**src/rtl/alu_cmd_sequencer.sv**
```systemverilog
// Command sequencer driving an external alu_16bit: decodes opcodes, runs single-cycle ops and an
// optional shift-add multiply (enabled by defining ALU_SEQ_MUL_EN), and returns a response.
module alu_cmd_sequencer #(
  parameter int unsigned WIDTH     = 16,
  parameter int unsigned MUL_ITERS = 16
) (
  input  logic             clk,
  input  logic             reset,
  input  logic             cmd_valid,
  output logic             cmd_ready,
  input  logic [2:0]       cmd_op,
  input  logic [WIDTH-1:0] cmd_a,
  input  logic [WIDTH-1:0] cmd_b,
  output logic             rsp_valid,
  input  logic             rsp_ready,
  output logic [WIDTH-1:0] rsp_result,
  output logic             rsp_cout,
  output logic             rsp_zero,
  output logic             rsp_err,
  output logic [WIDTH-1:0] alu_a,
  output logic [WIDTH-1:0] alu_b,
  output logic             alu_cin,
  output logic             alu_ainvert,
  output logic             alu_bnegate,
  output logic [2:0]       alu_op,
  input  logic [WIDTH-1:0] alu_result,
  input  logic             alu_cout,
  input  logic             alu_zero
);

  if (MUL_ITERS != WIDTH) begin : g_cfg_check
    $error("alu_cmd_sequencer: MUL_ITERS must equal WIDTH");
  end

  localparam logic [2:0] OpAnd = 3'd0;
  localparam logic [2:0] OpOr  = 3'd1;
  localparam logic [2:0] OpAdd = 3'd2;
  localparam logic [2:0] OpSub = 3'd3;
  localparam logic [2:0] OpNor = 3'd4;
  localparam logic [2:0] OpCmp = 3'd5;
`ifdef ALU_SEQ_MUL_EN
  localparam logic [2:0] OpMul = 3'd6;
  localparam int unsigned CntW = $clog2(MUL_ITERS + 1);
`endif

  localparam logic [2:0] AluAnd = 3'b000;
  localparam logic [2:0] AluOr  = 3'b010;
  localparam logic [2:0] AluAdd = 3'b001;

  typedef enum logic [1:0] {StIdle, StExec, StMulIter, StResp} state_e;

  state_e           state_q, state_d;
  logic [2:0]       op_q, op_d;
  logic [WIDTH-1:0] a_q, a_d;
  logic [WIDTH-1:0] b_q, b_d;
  logic [WIDTH-1:0] rsp_result_q, rsp_result_d;
  logic             rsp_cout_q, rsp_cout_d;
  logic             rsp_zero_q, rsp_zero_d;
  logic             rsp_err_q, rsp_err_d;
`ifdef ALU_SEQ_MUL_EN
  logic [WIDTH-1:0] acc_q, acc_d;
  logic [WIDTH-1:0] mcand_q, mcand_d;
  logic [WIDTH-1:0] mplier_q, mplier_d;
  logic [CntW-1:0]  cnt_q, cnt_d;
  logic             sticky_q, sticky_d;
`endif

  always_ff @(posedge clk) begin
    if (reset) begin
      state_q      <= StIdle;
      op_q         <= '0;
      a_q          <= '0;
      b_q          <= '0;
      rsp_result_q <= '0;
      rsp_cout_q   <= 1'b0;
      rsp_zero_q   <= 1'b0;
      rsp_err_q    <= 1'b0;
`ifdef ALU_SEQ_MUL_EN
      acc_q        <= '0;
      mcand_q      <= '0;
      mplier_q     <= '0;
      cnt_q        <= '0;
      sticky_q     <= 1'b0;
`endif
    end else begin
      state_q      <= state_d;
      op_q         <= op_d;
      a_q          <= a_d;
      b_q          <= b_d;
      rsp_result_q <= rsp_result_d;
      rsp_cout_q   <= rsp_cout_d;
      rsp_zero_q   <= rsp_zero_d;
      rsp_err_q    <= rsp_err_d;
`ifdef ALU_SEQ_MUL_EN
      acc_q        <= acc_d;
      mcand_q      <= mcand_d;
      mplier_q     <= mplier_d;
      cnt_q        <= cnt_d;
      sticky_q     <= sticky_d;
`endif
    end
  end

  always_comb begin
    state_d      = state_q;
    op_d         = op_q;
    a_d          = a_q;
    b_d          = b_q;
    rsp_result_d = rsp_result_q;
    rsp_cout_d   = rsp_cout_q;
    rsp_zero_d   = rsp_zero_q;
    rsp_err_d    = rsp_err_q;
`ifdef ALU_SEQ_MUL_EN
    acc_d        = acc_q;
    mcand_d      = mcand_q;
    mplier_d     = mplier_q;
    cnt_d        = cnt_q;
    sticky_d     = sticky_q;
`endif
    cmd_ready    = 1'b0;
    alu_a        = '0;
    alu_b        = '0;
    alu_cin      = 1'b0;
    alu_ainvert  = 1'b0;
    alu_bnegate  = 1'b0;
    alu_op       = AluAnd;

    case (state_q)
      StIdle: begin
        cmd_ready = 1'b1;
        if (cmd_valid) begin
          op_d      = cmd_op;
          a_d       = cmd_a;
          b_d       = cmd_b;
          rsp_err_d = 1'b0;
          case (cmd_op)
            OpAnd, OpOr, OpAdd, OpSub, OpNor, OpCmp: state_d = StExec;
`ifdef ALU_SEQ_MUL_EN
            OpMul: begin
              acc_d    = '0;
              mcand_d  = cmd_a;
              mplier_d = cmd_b;
              cnt_d    = '0;
              sticky_d = 1'b0;
              state_d  = StMulIter;
            end
`endif
            default: begin
              rsp_result_d = '0;
              rsp_cout_d   = 1'b0;
              rsp_zero_d   = 1'b0;
              rsp_err_d    = 1'b1;
              state_d      = StResp;
            end
          endcase
        end
      end

      StExec: begin
        alu_a = a_q;
        alu_b = b_q;
        case (op_q)
          OpOr:  alu_op = AluOr;
          OpAdd: alu_op = AluAdd;
          OpSub, OpCmp: begin
            alu_op      = AluAdd;
            alu_bnegate = 1'b1;
            alu_cin     = 1'b1;
          end
          OpNor: begin
            alu_ainvert = 1'b1;
            alu_bnegate = 1'b1;
          end
          default: alu_op = AluAnd;
        endcase
        // Compare reports only flags: zero means equal, cout means a >= b.
        rsp_result_d = (op_q == OpCmp) ? '0 : alu_result;
        rsp_cout_d   = alu_cout;
        rsp_zero_d   = alu_zero;
        rsp_err_d    = 1'b0;
        state_d      = StResp;
      end

`ifdef ALU_SEQ_MUL_EN
      StMulIter: begin
        alu_a  = acc_q;
        alu_b  = mcand_q;
        alu_op = AluAdd;
        if (mplier_q[0]) begin
          acc_d    = alu_result;
          sticky_d = sticky_d | alu_cout;
        end
        // A dropped multiplicand bit only overflows if a later multiplier bit would add it.
        if (mcand_q[WIDTH-1] && (mplier_q[WIDTH-1:1] != '0)) begin
          sticky_d = 1'b1;
        end
        mcand_d  = mcand_q << 1;
        mplier_d = mplier_q >> 1;
        cnt_d    = cnt_q + CntW'(1);
        if (cnt_q == CntW'(MUL_ITERS - 1)) begin
          rsp_result_d = acc_d;
          rsp_cout_d   = sticky_d;
          rsp_zero_d   = (acc_d == '0);
          rsp_err_d    = 1'b0;
          state_d      = StResp;
        end
      end
`endif

      StResp: begin
        if (rsp_ready) state_d = StIdle;
      end

      default: state_d = StIdle;
    endcase
  end

  assign rsp_valid  = (state_q == StResp);
  assign rsp_result = rsp_result_q;
  assign rsp_cout   = rsp_cout_q;
  assign rsp_zero   = rsp_zero_q;
  assign rsp_err    = rsp_err_q;

endmodule

```
**config.mk**
```make
export PLATFORM = sky130hd
export DESIGN_NAME = alu_cmd_sequencer
export DESIGN_NICKNAME = d
export VERILOG_FILES = /design/src/rtl/alu_cmd_sequencer.sv
export SDC_FILE = /design/constraint.sdc
export NUM_CORES = 1
export LEC_CHECK = 0
export ABC_AREA = 1
export BUFFER_PORTS_ARGS = -buffer_cell sky130_fd_sc_hd__buf_2
export CAP_MARGIN = 15
export CORE_UTILIZATION = 47
export CTS_CLUSTER_DIAMETER = 50
export DETAILED_ROUTE_END_ITERATION = 8
export HOLD_SLACK_MARGIN = 0.02
export PLACE_DENSITY_LB_ADDON = 0.15
export SKIP_LAST_GASP = 1
export SYNTH_ARGS = -nofsm -noshare
export SYNTH_HDL_FRONTEND = slang
export SYNTH_SLANG_ARGS = --single-unit
```
**constraint.sdc**
```tcl
create_clock -name clk -period 1.3 [get_ports clk]
set_input_delay 0.26 -clock clk [delete_from_list [all_inputs] [get_ports clk]]
set_output_delay 0.26 -clock clk [all_outputs]
set_load 0.03 [all_outputs]
```
* Word-level counts from Yosys, hierarchy flattened
Cells that the tools add are included.
Operators by class: equal/unequal tests 15, multiplexer cells 26, reductions and logical operators 11
Operator list (count):
- 16-bit 2-to-1 mux | 5
- 16-bit case mux with 2 select lines | 1
- 3-bit by 2-bit equality test with 1-bit output, second input constant | 4
- 3-bit equality test, second input constant | 4
- 1-bit 2-to-1 mux | 11
- 2-bit 2-to-1 mux | 4
- 3-bit by 1-bit equality test with 1-bit output, second input constant | 2
- 1-bit case mux with 2 select lines | 3
- 2-bit case mux with 3 select lines | 1
- 2-bit AND reduction | 3
- 3-bit OR reduction | 2
- 6-bit OR reduction | 1
- 2-bit != test, second input constant | 2
- 2-bit case mux with 2 select lines | 1
- 3-bit logical NOT | 1
- 3-bit AND reduction | 1
- 2-bit by 1-bit equality test with 1-bit output, second input constant | 1
- 2-bit equality test, second input constant | 1
- 2-bit logical NOT | 1
- 2-bit by 1-bit != test with 1-bit output, second input constant | 1
- 2-bit nonzero test | 1
- 2-bit OR reduction | 1
Word-level totals: register bits after elaboration 56, logic and storage cells 60

* Longest topological paths before layout
word-level depth 5, depth in mapped cells 9, depth with buffers taken out 7

* Worst setup path before layout
No wires, ideal clock.
path kind register to output, from register state_q[1], to output port alu_ainvert, arrival 1.361 ns, required time 1.040 ns, path slack -0.321 ns, stages on the path, launching flop included 5, path buffers 1, path through dfxtp_1 inv_2 nand2_1 buf_2 nor3_1
On the way: word-level cells in the longest chain between the ends 2
RTL lines:
- start, declared | RTL line 52 | state_e state_q, state_d;
- start signal, assigned | RTL line 70 | state_q <= StIdle;
- start signal, assigned | RTL line 86 | state_q <= state_d;
- 2-bit by 1-bit equality test with 1-bit output | RTL line 128 | case (state_q)
- 1-bit 2-to-1 mux | RTL line 128
- end, declared | RTL line 23 | output logic alu_ainvert,
Every way passes these cells.

* Final worst setup path
from register state_q[1], to output port alu_b[0]
On the way: word-level cells in the longest chain between the ends 2
RTL lines:
- 2-bit by 1-bit equality test with 1-bit output | RTL line 128
- 16-bit 2-to-1 mux | RTL line 128
- end, declared | RTL line 21 | output logic [WIDTH-1:0] alu_b,
Every way passes these cells.

==> run_results.csv <==
group,metric,value,unit
finish,area_delta_synth_final,73.3,%
setup_path,critPathKind,"reg -> out",
clock_network,clock_latency,0.31,ns
synth,ys_ff_latch,56,
timing,finalHoldViolations,0,
timing,slew_violations,0,
finish,drive_above_1_share,50.2,%
floorplanning,die_w,75.5,um
route,drtIter0Drc,104,
finish,fin_nets,572,
clock_network,holdBufCountCts,0,
power_and_ir_drop,p_comb_share,38.1,%
synth,synthAdderAreaFrac,0,%
setup_path,critPathCaptureType,"output port",
placed_design,place_ws,-0.0203,ns
route,drt-pass1-iter-count,5,
setup_path,critPathBufInv,4,
worst_hold_path,hp-class,"in -> reg",
placed_design,post-place-cells,552,
route,wl_met1,3430,um
power_and_ir_drop,netSwitchingFraction,35.9,%
setup_path,cp-startpoint,"state_q[1]$_SDFFE_PP0P_",
synth,yosysSeqAreaShare,44.1,%
finish,fin_util,85.1,%
setup_path,r2r-start,"state_q[1]$_SDFFE_PP0P_",
power_and_ir_drop,ir_drop,0.000768,V
timing,min_period,1.63,ns
setup_path,required,1.04,ns
floorplanning,die_y,75.5,um
timing,skew,0.00453,ns
setup_path,critical_path_depth,6,
floorplanning,start_util,49.1,%
synth,synth_compound_area_share,15.0,%
global_routing,overflow,0,
clock_network,cts_sinks,56,
setup_path,crit_top_cell,"buf_12",
setup_path,regToRegEndpoint,"b_q[9]$_SDFFE_PP0P_",
global_routing,grt_start_max_net_pins,36,
setup_path,rrSetupSlack,-0.14,ns
floorplanning,core-area,0.00517,mm2
setup_path,endpoint,"alu_b[0]",
route,vias,2943,
setup_path,critPathMaxStageDelay,0.34,ns
floorplanning,ioPinCount,116,
timing,setup_violations,75,
power_and_ir_drop,p_int,3.07,mW
clock_network,cts_max_level,2,
route,final_antenna_net_count,0,
synth,synth_top_family_by_area,"simple AND/OR/NAND/NOR gates",
finish,final_cells,586,
worst_hold_path,min_from,"reset",
power_and_ir_drop,switchingPower,1.71,mW
synth,yosys.area_share.simple,26.2,%
run_status,status,"complete, but fails checks",
route,wl_met3,548,um
global_routing,antenna_found_initial,0,
route,wl_per_cell,15.4,um
route,drc_errors,0,
setup_path,rr_worst_depth,8,
route,via_per_inst,5.02,
timing,rsz0062_at_grt,"true",
global_routing,grt_pass1_vias,2409,
finish,n_antenna_cell,0,
run_status,violations,"setup timing",
route,met2WireLength,4780,um
setup_path,crit_slowest_cell,"dfxtp_2",
clock_network,path_clk_slew,0.10,ns
setup_path,path_cells,"inv_2, nand2_4, buf_12, buf_12, nor2_4, buf_6",
timing,period_share,125,%
synth,synth-warning-count,0,
route,drt_wl_total,9030,um
placed_design,gp_congestion,0.741,
setup_path,path_delay_family,"buffers and inverters",
placed_design,dp_hpwl,4210,um
power_and_ir_drop,p_leak,2.04,nW
timing,fmax,614,MHz
timing,layout_setup_ws,-0.328,ns
power_and_ir_drop,p_seq_share,41.1,%
clock_network,cts_tree,"built",
timing,tns,-12.61,ns
synth,synth-xor-area-share,0,%
power_and_ir_drop,power.total,4.78,mW
global_routing,grt_usage,23.7,%
power_and_ir_drop,clkPwrFrac,20.8,%
route,dr.max_layer_used,"met4",
timing,whs,0.153,ns
flow_run,max-cap-violations,0,
setup_path,worstPathArrival,1.37,ns
finish,finalInstanceArea,0.00440,mm2
clock_network,clock-root-buffer,"clkbuf_8",
placed_design,portBuffers,114,
synth,syn_avg_cell_area,6.76,um2
synth,ys_types,20,
clock_network,cts_buffers,5,
setup_path,cp_max_fo,6,
synth,muxShareOfSynthArea,0,%
setup_path,worst_setup_path_start_kind,"flip-flop",
floorplanning,dieArea,0.00570,mm2
power_and_ir_drop,power.density,1090,mW/mm2
placed_design,postPlaceCellArea,0.00337,mm2
synth,synth_cells,376,
floorplanning,rows,26,
clock_network,cts.path.max_buffers,2,
synth,syn_nets,433,
synth,syn_area,0.00254,mm2
global_routing,grt_pass1_wl,10100,um
-- flip-flops by register name, summed over array words and instances, names as in the netlist --
name        cells
a_q            16
b_q            16
rsp_result     16
op_q            3
state_q         2
rsp_cout        1
rsp_err         1
rsp_zero        1
-- power groups by stage --
stage                     registers [mW]  logic (mW)  clock network, mW
after global routing                1.98        1.94               1.08
after CTS                           1.96        1.36              0.993
after global placement              1.99        1.20                  0
final                               1.96        1.82              0.994
after detailed placement            1.99        1.22                  0
after floorplan                     2.11       0.744                  0
-- area by class of cell --
cell class / count / area (um2)
Multi-Input combinational cell: 240 / 1530
Clock buffer: 8 / 90.1
Sequential cell: 56 / 1130
Fill cell: 275 / 768
Timing Repair Buffer: 154 / 1330
Tap cell: 70 / 87.6
Inverter: 58 / 228
-- cell families after synthesis --
family / Yosys count
compound gates: 76
buf+inv: 83
flops: 56
other cells: 1
simple gates: 160
-- how the worst min path moves through the flow --
stage | to | slack (ns) | depth (start not counted)
2_1_floorplan | rsp_err$_SDFFE_PP0P_ | 0.33 | 1
5_1_grt | state_q[1]$_SDFFE_PP0P_ | 0.15 | 2
6_report | state_q[1]$_SDFFE_PP0P_ | 0.15 | 2
3_5_place_dp | a_q[2]$_SDFFE_PP0P_ | 0.44 | 2
3_3_place_gp | a_q[1]$_SDFFE_PP0P_ | 0.44 | 2
4_1_cts | state_q[1]$_SDFFE_PP0P_ | 0.15 | 2
-- layout by cell type, fill, tap and decap left out, drive strengths merged --
master / netlist / routed
or2: 1 / 1
conb: 1 / 1
o21ai: 35 / 35
nand2: 49 / 52
nand3: 22 / 22
nor2: 86 / 86
inv: 58 / 58
dfxtp: 56 / 56
a31oi: 1 / 1
nor3: 2 / 2
buf: 17 / 147
a21oi: 40 / 40
clkbuf: 8 / 15
-- routing by layer --
metal | vias up | global-route usage, %
li1 | 1440 | -
met1 | 1363 | 25.6
met3 | 24 | 5.29
met5 | - | 0
met4 | 0 | 11.1
met2 | 116 | 43.8
-- cells in the mapped netlist --
cell type / number / area (um2)
nor2_1: 84 / 315
inv_1: 57 / 214
dfxtp_1: 56 / 1120
nand2_1: 46 / 173
a21oi_1: 40 / 200
nand3_1: 22 / 110
o21ai_0: 20 / 100
o21ai_1: 15 / 75.1
buf_2: 10 / 50.1
clkbuf_1: 8 / 30.0
buf_6: 5 / 56.3
nand2_4: 3 / 33.8
buf_4: 2 / 15.0
nor3_1: 2 / 10.0
a31oi_1: 1 / 6.26
conb_1: 1 / 3.75
inv_2: 1 / 3.75
nor2_2: 1 / 6.26
nor2_4: 1 / 11.3
or2_1: 1 / 6.26
-- what timing repair did --
item	in CTS	in global routing
gates resized for setup	82	106
setup buffers	13	4
pin swaps	3	9
endpoints found under the setup margin	39	93
gates cloned	0	14
(Power assumes the default switching activity.)
